**src/rtl/lru_snapshot_reader_if.sv**
```systemverilog
// Valid/ready byte stream carrying snapshot entries from the reader to a sink.
interface lru_snapshot_reader_if #(
    parameter int DATA_W = 8
) ();
    logic [DATA_W-1:0] out_data;
    logic [1:0]        out_index;
    logic              out_valid;
    logic              out_ready;
    logic              out_last;

    modport master (
        output out_data,
        output out_index,
        output out_valid,
        output out_last,
        input  out_ready
    );

    modport slave (
        input  out_data,
        input  out_index,
        input  out_valid,
        input  out_last,
        output out_ready
    );
endinterface

```
**src/rtl/lru_snapshot_reader.sv**
```systemverilog
// Snapshots the four LRU buffer outputs on request, streams them MRU->LRU and
// reports whether a lookup key is present in the snapshot (and where).
module lru_snapshot_reader #(
    parameter int DATA_W    = 8,
    parameter bit SKIP_ZERO = 1'b0
) (
    input  logic              clk,
    input  logic              rst,
    input  logic              rd_req,
    input  logic [DATA_W-1:0] in0,
    input  logic [DATA_W-1:0] in1,
    input  logic [DATA_W-1:0] in2,
    input  logic [DATA_W-1:0] in3,
    input  logic [DATA_W-1:0] lookup_key,
    lru_snapshot_reader_if.master strm,
    output logic              busy,
    output logic              done,
    output logic              hit,
    output logic [1:0]        hit_pos
);

    typedef enum logic [1:0] {
        IDLE,
        CAPTURE,
        SEND,
        DONE
    } state_t;

    state_t            state;
    state_t            state_nxt;
    logic [DATA_W-1:0] snap   [4];
    logic [DATA_W-1:0] in_vec [4];
    logic [1:0]        ptr;
    logic [1:0]        ptr_nxt;
    logic              capture;
    logic [3:0]        in_ok;
    logic [3:0]        snap_ok;
    logic              found_first;
    logic [1:0]        first_idx;
    logic              found_above;
    logic [1:0]        above_idx;
    logic              match_any;
    logic [1:0]        match_pos;

    always_comb begin
        in_vec[0] = in0;
        in_vec[1] = in1;
        in_vec[2] = in2;
        in_vec[3] = in3;
    end

    // An entry is streamable unless zero-skipping is on and it holds the empty value.
    always_comb begin
        for (int k = 0; k < 4; k++) begin
            in_ok[k]   = !SKIP_ZERO || (in_vec[k] != '0);
            snap_ok[k] = !SKIP_ZERO || (snap[k] != '0);
        end
    end

    // Descending scans leave the lowest qualifying index in the result.
    always_comb begin
        found_first = 1'b0;
        first_idx   = '0;
        found_above = 1'b0;
        above_idx   = ptr;
        match_any   = 1'b0;
        match_pos   = '0;
        for (int k = 3; k >= 0; k--) begin
            if (in_ok[k]) begin
                found_first = 1'b1;
                first_idx   = 2'(k);
            end
            if (snap_ok[k] && (k > int'(ptr))) begin
                found_above = 1'b1;
                above_idx   = 2'(k);
            end
            if (snap[k] == lookup_key) begin
                match_any = 1'b1;
                match_pos = 2'(k);
            end
        end
    end

    // NOTE: sequential state uses non-blocking assignments so every register
    // samples pre-edge values regardless of process evaluation order.
    always_ff @(posedge clk) begin
        if (rst) begin
            state <= IDLE;
        end else begin
            state <= state_nxt;
        end
    end

    // NOTE: every output of this block gets a default first, otherwise paths
    // that skip an assignment would infer latches.
    always_comb begin
        state_nxt      = state;
        ptr_nxt        = ptr;
        capture        = 1'b0;
        busy           = 1'b0;
        done           = 1'b0;
        strm.out_valid = 1'b0;
        strm.out_last  = 1'b0;
        strm.out_data  = snap[ptr];
        strm.out_index = ptr;
        case (state)
            IDLE: begin
                if (rd_req) state_nxt = CAPTURE;
            end
            CAPTURE: begin
                busy      = 1'b1;
                capture   = 1'b1;
                ptr_nxt   = first_idx;
                state_nxt = found_first ? SEND : DONE;
            end
            SEND: begin
                busy           = 1'b1;
                strm.out_valid = 1'b1;
                strm.out_last  = !found_above;
                if (strm.out_ready) begin
                    if (!found_above) state_nxt = DONE;
                    else              ptr_nxt   = above_idx;
                end
            end
            DONE: begin
                done      = 1'b1;
                state_nxt = IDLE;
            end
            default: state_nxt = IDLE;
        endcase
    end

    // NOTE: the snapshot is only four registers and must read back as zero
    // after reset, so it is reset explicitly rather than left as uninitialised storage.
    always_ff @(posedge clk) begin
        if (rst) begin
            ptr     <= '0;
            hit     <= 1'b0;
            hit_pos <= '0;
            for (int k = 0; k < 4; k++) snap[k] <= '0;
        end else begin
            ptr     <= ptr_nxt;
            hit     <= match_any;
            hit_pos <= match_pos;
            if (capture) begin
                for (int k = 0; k < 4; k++) snap[k] <= in_vec[k];
            end
        end
    end

endmodule

```
**src/flat_wrapper.sv**
```systemverilog
// flat-port wrapper written by rule: the top's interface ports become plain ports
module lru_snapshot_reader_flat 
#(
    parameter int DATA_W    = 8,
    parameter bit SKIP_ZERO = 1'b0
)
  (clk, rst, rd_req, in0, in1, in2, in3, lookup_key, busy, done, hit, hit_pos, strm_out_data, strm_out_index, strm_out_valid, strm_out_last, strm_out_ready);
  lru_snapshot_reader_if #(.DATA_W(DATA_W)) strm_i ();
  input  logic clk;
  input  logic rst;
  input  logic rd_req;
  input  logic [DATA_W-1:0] in0;
  input  logic [DATA_W-1:0] in1;
  input  logic [DATA_W-1:0] in2;
  input  logic [DATA_W-1:0] in3;
  input  logic [DATA_W-1:0] lookup_key;
  output logic busy;
  output logic done;
  output logic hit;
  output logic [1:0] hit_pos;
  output wire logic [$bits(strm_i.out_data)-1:0] strm_out_data;
  output wire logic [$bits(strm_i.out_index)-1:0] strm_out_index;
  output wire logic [$bits(strm_i.out_valid)-1:0] strm_out_valid;
  output wire logic [$bits(strm_i.out_last)-1:0] strm_out_last;
  input wire logic [$bits(strm_i.out_ready)-1:0] strm_out_ready;
  assign strm_out_data = strm_i.out_data;
  assign strm_out_index = strm_i.out_index;
  assign strm_out_valid = strm_i.out_valid;
  assign strm_out_last = strm_i.out_last;
  assign strm_i.out_ready = strm_out_ready;
  lru_snapshot_reader #(.DATA_W(DATA_W), .SKIP_ZERO(SKIP_ZERO)) u_core (.clk(clk), .rst(rst), .rd_req(rd_req), .in0(in0), .in1(in1), .in2(in2), .in3(in3), .lookup_key(lookup_key), .strm(strm_i), .busy(busy), .done(done), .hit(hit), .hit_pos(hit_pos));
endmodule
```
**config.mk**
```make
export PLATFORM = sky130hd
export DESIGN_NAME = lru_snapshot_reader_flat
export DESIGN_NICKNAME = d
export VERILOG_FILES = /design/src/rtl/lru_snapshot_reader_if.sv /design/src/rtl/lru_snapshot_reader.sv /design/src/flat_wrapper.sv
export SDC_FILE = /design/constraint.sdc
export NUM_CORES = 1
export LEC_CHECK = 0
export CAP_MARGIN = 25
export CORE_MARGIN = 4
export CORE_UTILIZATION = 40
export CTS_CLUSTER_DIAMETER = 30
export DETAILED_ROUTE_END_ITERATION = 7
export GPL_TIMING_DRIVEN = 0
export PLACE_DENSITY = 0.75
export SLEW_MARGIN = 20
export SYNTH_ARGS = -nofsm -noshare
export SYNTH_HDL_FRONTEND = slang
export SYNTH_SLANG_ARGS = --single-unit
export TNS_END_PERCENT = 1
```
**constraint.sdc**
```tcl
create_clock -name clk -period 1.7 [get_ports clk]
set_input_delay 0.34 -clock clk [delete_from_list [all_inputs] [get_ports clk]]
set_output_delay 0.34 -clock clk [all_outputs]
set_load 0.01 [all_outputs]
```
==> reports/qor.csv, run 1 <==
stage;metric;value;unit
outcome;status;finished, violations left;
outcome;violated checks;negative setup slack;
setup_path;slowest stage delay, CP;0.53;ns
final_layout;P&R area growth vs syn;37.32;%
setup_path;Critical R2R Launch;u_core.state[1];
placement;gpl congestion;0.7806;
clock_tree;htree depth;2;
clock_tree;CTS Buf Count;5;
power_and_ir_drop;maximum VDD drop;516.8;uV
final_layout;# fillers;439;
power_and_ir_drop;P per Cell Area;1194;nW/um^2
grt;first-pass GRT wire length;7500;microns
grt;antenna violations before repair;0;
route;Vias;1405;
yosys;top-count cell post-synth;and2_1;
clock_tree;Clock Tree Buf Depth;2;
yosys;mapped cell area;2156;sq um
yosys;warnings from Yosys;0;
clock_tree;worst skew pair latency;0.29;ns
clock_tree;TritonCTS clock tree;built;
floorplanning;Core Box Area;5172;sq um
setup_path;critical path fanouts, max;8;
grt;remaining global-route overflow;0;
timing;FMAX;560.8;MHz
timing;setup slack after layout;-0.08325;ns
route;metal3 WL;306;microns
setup_path;Crit. End Element;output pin;
yosys;Synth Flop Type;edfxtp_1;
grt;largest net degree at the start of global routing;33;
setup_path;Worst Path Arrival;1.44;ns
floorplanning;Core Rows;26;
clock_tree;Root Buffer;clkbuf_8;
yosys;Post-synth EDFFs;32;
yosys;Synth Instances;164;
clock_tree;clk sinks;41;
min_path;worst hold path class;in -> reg;
route;WL met1;1978;microns
route;WL per Instance;14.79;microns
timing;max-slew violations;0;
grt;GRT Total Usage;15.23;%
yosys;largest cells by area after synthesis;edfxtp_1, xor2_1, and2_1;
placement;Port Buffers;59;
final_layout;layout cells sized above 1;18.70;%
yosys;synth unique cells;32;
setup_path;Worst R2R End;u_core.snap[3][2];
final_layout;multi-input logic area;1016;sq um
yosys;asr flop ratio synth;0;%
yosys;Synth area leader;edfxtp_1;
route;Final ANT Viol Nets;0;
placement;placed cell area;2834;sq um
route;post-DR vias/cell;4.683;
clock_tree;Post-CTS Setup Bufs;0;
setup_path;Setup crit start kind;flop;
yosys;syn avg cell area;13.15;sq um
final_layout;final core utilization;57.23;%
yosys;Synth top area share;44.57;%
placement;hpwl dp;3345;microns
job;max cap viols;0;
setup_path;worst-path cell chain;buf_12, mux4_2, buf_6;
yosys;#FFs+latches synth;41;
floorplanning;Die Ht;81.42;microns
timing;minimum clock period;1.783;ns
final_layout;Seq. cell area;1147;sq um
timing;unrepaired setup endpoints after global routing;true;
power_and_ir_drop;Overall Power;3.534;mW
setup_path;CP required;1.36;ns
route;Residual DRC;0;
timing;Worst Clk Skew;0.006175;ns
clock_tree;Worst-path clk slew;0.08;ns
final_layout;Final Instance Area;2960;sq um
timing;Worst slew margin;70.87;%
final_layout;NumNets Final;278;
yosys;post-synth net total;213;
setup_path;Worst Reg-to-Reg Cells;5;
power_and_ir_drop;P_leak;1.119;nW
floorplanning;overall die width;81.42;microns
yosys;sequential-to-total area share from yosys stat;52.93;%
timing;Least-Margin Pin Slew;0.4363;ns
final_layout;Antenna diodes;0;
route;WL met2;2072;microns
yosys;Post-synth top cells;and2_1, edfxtp_1, xor2_1;
route;router iterations before antenna repair;4;
route;WL final;4436;microns
placement;pre-CTS setup slack;-0.2824;ns
setup_path;Slowest cell on crit path;mux4_2;
timing;final setup fails;8;
timing;final period utilization;104.9;%
setup_path;worst setup path end;strm_out_data[6];
setup_path;critical path type;reg -> out;
timing;Final Hold Fails;0;
floorplanning;die area;6628;sq um
floorplanning;Initial Util;41.68;%
route;initial DRC count;72;
floorplanning;# IOs;61;
grt;number of global-route vias before repair;1553;
route;highest routed layer;met4;
setup_path;R2R setup slack;0.20;ns
through the flow:
step	instances	setup TNS, ns	hold slack (ns)
floorplan	164	0	0.5106
finish	300	-0.5089	0.3624
detailed placement	293	-2.699	0.5450
global route	300	-0.9082	0.3691
CTS	300	-0.7219	0.3557
global placement	293	-2.592	0.5326
logic make-up (layout without fill, tap and decap cells):
logic type               after synthesis  in the layout  share of synthesized area (%)
multiplexers                           9              9                          8.822
AO/OA/AOI/OAI                         12             12                          4.295
AND/OR/NAND/NOR                       57             57                          16.54
buffers and inverters                  8             74                          1.509
XOR/XNOR                              32             32                          13.00
flip-flops                            41             41                          52.93
adder cells (fa/ha/maj)                5              5                          2.902
where the power goes:
part	switching [mW]	internal [mW]
combinational	0.614	0.710
clock	0.337	0.283
sequential	0.183	1.41
timing repair:
item / in CTS / in global routing
resized for setup: 52 / 15
hold buffers: 0 / 0
setup endpoints to repair: 12 / 73
pin swaps: 0 / 0
placed cells by master (no fill, tap or decap), types with 2 or more instances in the layout:
cell type / count
clkdlybuf4s50_1: 47
and2_1: 33
edfxtp_1: 32
xor2_1: 24
mux4_2: 8
xnor2_1: 8
dfxtp_1: 6
buf_6: 6
clkbuf_2: 5
clkbuf_8: 5
nand2_1: 4
buf_2: 3
nor2b_1: 3
nor4_1: 3
a21oi_1: 3
nor2_1: 3
a211oi_1: 3
ha_1: 3
nor3_1: 2
nor4_2: 2
nand4_1: 2
ha_4: 2
dfxtp_2: 2
clkinv_2: 2
dlygate4sd2_1: 2
per-layer routing:
layer,vias to the layer above,GRT usage (%)
li1,711,-
met5,-,0
met3,9,3.838
met1,647,19.79
met4,0,5.574
met2,38,24.59
critical path, delay by kind of cell (launching register included):
family | cells | cell delay (ns)
multiplexers | 1 | 0.53
flip-flops | 1 | 0.35
buffers and inverters | 2 | 0.28
flip-flops by register name (all words and copies together) (netlist names), named ones only:
name	flops
u_core.hit_pos	2
u_core.state	2
u_core.snap	32
u_core.hit	1
u_core.strm.out_index	2
cell type report:
class | instances | area share (%)
inverter | 2 | 0.2536
multi-input combinational | 115 | 34.32
buffer | 5 | 1.352
tap | 70 | 2.959
clock buffer | 5 | 2.325
sequential | 41 | 38.76
clock inverter | 3 | 0.5917
timing repair buffer | 59 | 19.44
worst min-delay path by stage:
stage | startpoint | endpoint | slack [ns] | cells past startpoint
4_1_cts | rst | u_core.state[1] | 0.36 | 2
5_1_grt | rst | u_core.state[0] | 0.37 | 2
3_3_place_gp | u_core.state[0] | u_core.state[0] | 0.53 | 2
3_5_place_dp | u_core.state[0] | u_core.state[0] | 0.55 | 2
6_report | rst | u_core.state[0] | 0.36 | 2
2_1_floorplan | u_core.state[0] | u_core.state[0] | 0.51 | 2
(Power assumes the default switching activity.)
==> run 2: changes to the inputs <==
- CORE_UTILIZATION: 40 -> 45
- PLACE_DENSITY: 0.75 -> 0.82
- SETUP_SLACK_MARGIN: not set -> 0.1
- clock period: 1.7 -> 2.1 ns (I/O delays scaled with it)
==> reports/qor.csv, run 2 (synthesized netlist as in run 1, its figures left out) <==
stage;metric;value;unit
power_and_ir_drop;Psw;0.9113;mW
setup_path;WP buf/inv;3;
grt;number of global-route vias before repair;1460;
route;post-DR vias/cell;4.954;
final_layout;P&R area growth vs syn;35.35;%
floorplanning;Core Box Area;4504;sq um
grt;GRT Total Usage;15.76;%
timing;Least-Margin Pin Slew;0.7366;ns
timing;unrepaired setup endpoints after global routing;true;
power_and_ir_drop;clock share of power;17.7;%
timing;max-slew violations;0;
grt;largest net degree at the start of global routing;33;
grt;remaining global-route overflow;0;
setup_path;CP required;1.68;ns
placement;gpl congestion;0.8231;
grt;first-pass GRT wire length;7182;microns
clock_tree;clk sinks;41;
final_layout;most frequent cells in the layout;clkdlybuf4s50_1, and2_1, edfxtp_1;
setup_path;worst-path cell chain;buf_6, buf_4, mux4_2, clkdlybuf4s15_2;
clock_tree;htree depth;2;
power_and_ir_drop;P_leak;1.120;nW
route;router iterations before antenna repair;4;
power_and_ir_drop;P per Cell Area;962.9;nW/um^2
route;Residual DRC;0;
grt;antenna violations before repair;0;
timing;setup slack after layout;0.1273;ns
clock_tree;Root Buffer;clkbuf_8;
job;max cap viols;0;
floorplanning;Die Ht;77.22;microns
timing;FMAX;506.9;MHz
clock_tree;CTS Hold Bufs;0;
timing;Worst slew margin;50.89;%
final_layout;NumNets Final;280;
setup_path;Worst Path Arrival;1.55;ns
timing;Final Hold Fails;0;
power_and_ir_drop;switching share of power;32.44;%
setup_path;slowest stage delay, CP;0.48;ns
floorplanning;# IOs;61;
clock_tree;CTS Buf Count;5;
clock_tree;Worst-path clk slew;0.07;ns
final_layout;layout cells sized above 1;16.38;%
timing;final period utilization;93.94;%
clock_tree;worst skew pair latency;0.29;ns
final_layout;Largest Register;u_core.snap;
final_layout;max FFs per register;32;
timing;minimum clock period;1.973;ns
final_layout;final core utilization;64.78;%
route;Vias;1407;
timing;Worst Clk Skew;0.006157;ns
route;Final ANT Viol Nets;0;
floorplanning;die area;5962;sq um
final_layout;Antenna diodes;0;
route;WL per Instance;15.99;microns
floorplanning;Core Rows;24;
floorplanning;overall die width;77.22;microns
floorplanning;Initial Util;47.86;%
power_and_ir_drop;Logic pwr share;36.1;%
timing;final setup fails;0;
placement;hpwl dp;3487;microns
power_and_ir_drop;Seq pwr share;46.2;%
clock_tree;Clock Tree Buf Depth;2;
route;WL final;4541;microns
route;initial DRC count;53;
setup_path;Setup crit start kind;flop;
outcome;status;finished, final reports clean;
power_and_ir_drop;Int Pwr;1.898;mW
min_path;worst hold path class;in -> reg;
setup_path;critical path fanouts, max;3;
placement;Port Buffers;59;
setup_path;top cell family by delay on the critical path;multiplexers;
setup_path;Slowest cell on crit path;mux4_2;
setup_path;Crit. End Element;output pin;
placement;pre-CTS setup slack;0.02538;ns
setup_path;critical path type;reg -> out;
clock_tree;TritonCTS clock tree;built;
power_and_ir_drop;maximum VDD drop;460.6;uV
final_layout;commonest non-fill, non-tap cell in the layout;clkdlybuf4s50_1;
## run 2: cell types whose count changed in the layout (fill, tap and decap cells not counted), sizes merged
| cell | previous run | this run |
|---|---|---|
| clkdlybuf4s50 | 47 | 49 |
| dlymetal6s2s | 0 | 1 |
| clkbuf | 10 | 8 |
| clkdlybuf4s15 | 0 | 1 |
## run 2: path summary, 6_finish.rpt
check	slack (ns)	startpoint	depth (start not counted)	to
hold / removal	0.43	rst	2	u_core.state[0]
setup reg to reg	0.37	u_core.state[1]	5	u_core.snap[1][2]
setup / recovery	0.13	flop	4	strm_out_data[1]
hold reg to reg	0.54	u_core.state[0]	2	u_core.state[0]
## run 2: layer usage
metal  global-route usage, %  part of all wire (%)  up-vias
met3                   4.333                   4.7        9
met1                   19.41                    44      643
met5                       0                     0        -
met2                   26.17                    49       38
li1                        -                     -      717
met4                   6.228                   1.9        0
## run 2: per-stage QoR
stage                     std cells  power [mW]  hold WS [ns]  cell area, sq um   TNS [ns]
after floorplan                 164       1.879        0.5106              2156          0
after global placement          275       2.301        0.5402              2811          0
after detailed placement        275       2.335        0.5444              2811          0
after CTS                       284       2.823        0.4124              2904  -0.001848
after global routing            284       2.977        0.4308              2918          0
final                           284       2.810        0.4261              2918          0
## run 2: final cells by class
class                      instances  area (sq um)
clock buffer                       5         68.82
fill                             355          1587
multi-input combinational        115         997.2
timing repair buffer              61         589.3
tap                               52         65.06
sequential                        41          1145
buffer                             5         27.53
inverter                           2         7.507
clock inverter                     3         17.52
## run 2: repair_timing
action	in CTS	in global routing
gates resized for setup	35	4
endpoints found under the setup margin	11	7
setup buffers	2	0
## run 2: power groups by stage
stage	sequential (mW)	combinational (mW)	clock [mW]
detailed placement	1.30	1.03	0
CTS	1.29	1.02	0.512
finish	1.30	1.01	0.499
floorplan	1.25	0.627	0
global placement	1.28	1.02	0
global route	1.32	1.11	0.547
## run 2: worst reg2reg max path, cell delays in order (launching register included)
cell      delay [ns]
dfxtp_2         0.35
inv_1           0.10
ha_1            0.16
nor2b_1         0.32
clkbuf_1        0.45
and2_1          0.22
==> run 3: changes to the inputs <==
- SKIP_CTS_REPAIR_TIMING: not set -> 1
==> reports/qor.csv, run 3 (synthesized netlist as in run 1, its figures left out) <==
stage;metric;value;unit
final_layout;Final Instance Area;2948;sq um
clock_tree;worst skew pair latency;0.29;ns
job;max cap viols;0;
placement;Port Buffers;59;
final_layout;commonest non-fill, non-tap cell in the layout;clkdlybuf4s50_1;
grt;GRT Total Usage;15.68;%
placement;hpwl dp;3487;microns
timing;final setup fails;3;
setup_path;CP required;1.68;ns
setup_path;Crit. End Element;output pin;
setup_path;critical path type;reg -> out;
clock_tree;CTS Buf Count;5;
clock_tree;htree depth;2;
floorplanning;die area;5962;sq um
power_and_ir_drop;P per Cell Area;965.2;nW/um^2
timing;final period utilization;106.2;%
setup_path;Setup crit start kind;flop;
power_and_ir_drop;P_leak;1.175;nW
route;Residual DRC;0;
power_and_ir_drop;maximum VDD drop;458.5;uV
setup_path;Worst Path Arrival;1.81;ns
grt;number of global-route vias before repair;1448;
outcome;violated checks;negative setup slack;
route;WL final;4514;microns
clock_tree;Clock Tree Buf Depth;2;
final_layout;NumNets Final;278;
final_layout;Antenna diodes;0;
floorplanning;Core Box Area;4504;sq um
min_path;worst hold path class;in -> reg;
final_layout;Largest Register;u_core.snap;
power_and_ir_drop;Overall Power;2.845;mW
clock_tree;Worst-path clk slew;0.07;ns
placement;placed cell area;2811;sq um
route;post-DR vias/cell;4.972;
clock_tree;TritonCTS clock tree;built;
placement;pre-CTS setup slack;0.02538;ns
timing;FMAX;448.5;MHz
timing;setup_tns;-0.3584;ns
clock_tree;clk sinks;41;
timing;setup slack after layout;-0.1295;ns
clock_tree;Root Buffer;clkbuf_8;
final_layout;most frequent cells in the layout;clkdlybuf4s50_1, and2_1, edfxtp_1;
route;Final ANT Viol Nets;0;
final_layout;P&R area growth vs syn;36.74;%
timing;Worst Clk Skew;0.005423;ns
floorplanning;overall die width;77.22;microns
placement;gpl congestion;0.8231;
grt;largest net degree at the start of global routing;33;
grt;antenna violations before repair;0;
outcome;status;finished, violations left;
timing;minimum clock period;2.230;ns
route;WL per Instance;16.01;microns
timing;worst hold slack;0.4271;ns
final_layout;layout cells sized above 1;12.17;%
route;initial DRC count;45;
timing;unrepaired setup endpoints after global routing;true;
timing;Least-Margin Pin Slew;0.7405;ns
floorplanning;# IOs;61;
final_layout;max FFs per register;32;
setup_path;critical path fanouts, max;8;
timing;max-slew violations;0;
floorplanning;Core Rows;24;
final_layout;# fillers;348;
floorplanning;Die Ht;77.22;microns
final_layout;final core utilization;65.44;%
final_layout;Layout Cells excl Fill;282;
floorplanning;Initial Util;47.86;%
timing;Final Hold Fails;0;
route;Vias;1402;
timing;Worst slew margin;50.64;%
grt;first-pass GRT wire length;7141;microns
route;router iterations before antenna repair;4;
grt;remaining global-route overflow;0;
placement;placed cells;275;
## run 3: changes by cell type in the layout (fill, tap and decap cells not counted), moves of 2 or more
cell / delta
clkdlybuf4s50_1: +3
dlymetal6s2s_1: +6
dlygate4sd2_1: -2
buf_2: -6
## run 3: where the power goes
group	internal [mW]	switching, mW	total [mW]
registers	1.14	0.161	1.30
clock network	0.229	0.269	0.498
logic	0.567	0.481	1.05
total	1.93	0.911	2.85
## run 3: worst max-delay path, cell delays in order, from the launching register on
cell             delay, ns
dfxtp_1               0.33
buf_6                 0.17
mux4_2                0.52
clkdlybuf4s50_1       0.49
## run 3: area by class of cell
cell class                 instances  area, sq um  area share (%)
clock buffer                       5        68.82           2.334
buffer                             5        27.53          0.9338
tap                               52        65.06           2.207
sequential                        41         1144           38.79
timing repair buffer              59        608.1           20.63
multi-input combinational        115         1007           34.17
inverter                           2        10.01          0.3396
clock inverter                     3        17.52          0.5942
## run 3: final timing paths
kind                   start  slack [ns]                 to  depth (start not counted)
max                     flop       -0.13   strm_out_data[3]                          3
min                      rst        0.43    u_core.state[0]                          2
max reg2reg  u_core.state[1]        0.34  u_core.snap[1][2]                          5
min reg2reg  u_core.state[0]        0.55    u_core.state[0]                          2
## run 3: layer usage
metal	up-vias	GRT usage (%)	wire length, microns
met1	641	19.24	1968
met4	0	5.694	67
met3	7	4.215	217
met5	-	0	0
li1	716	-	-
met2	38	26.42	2261
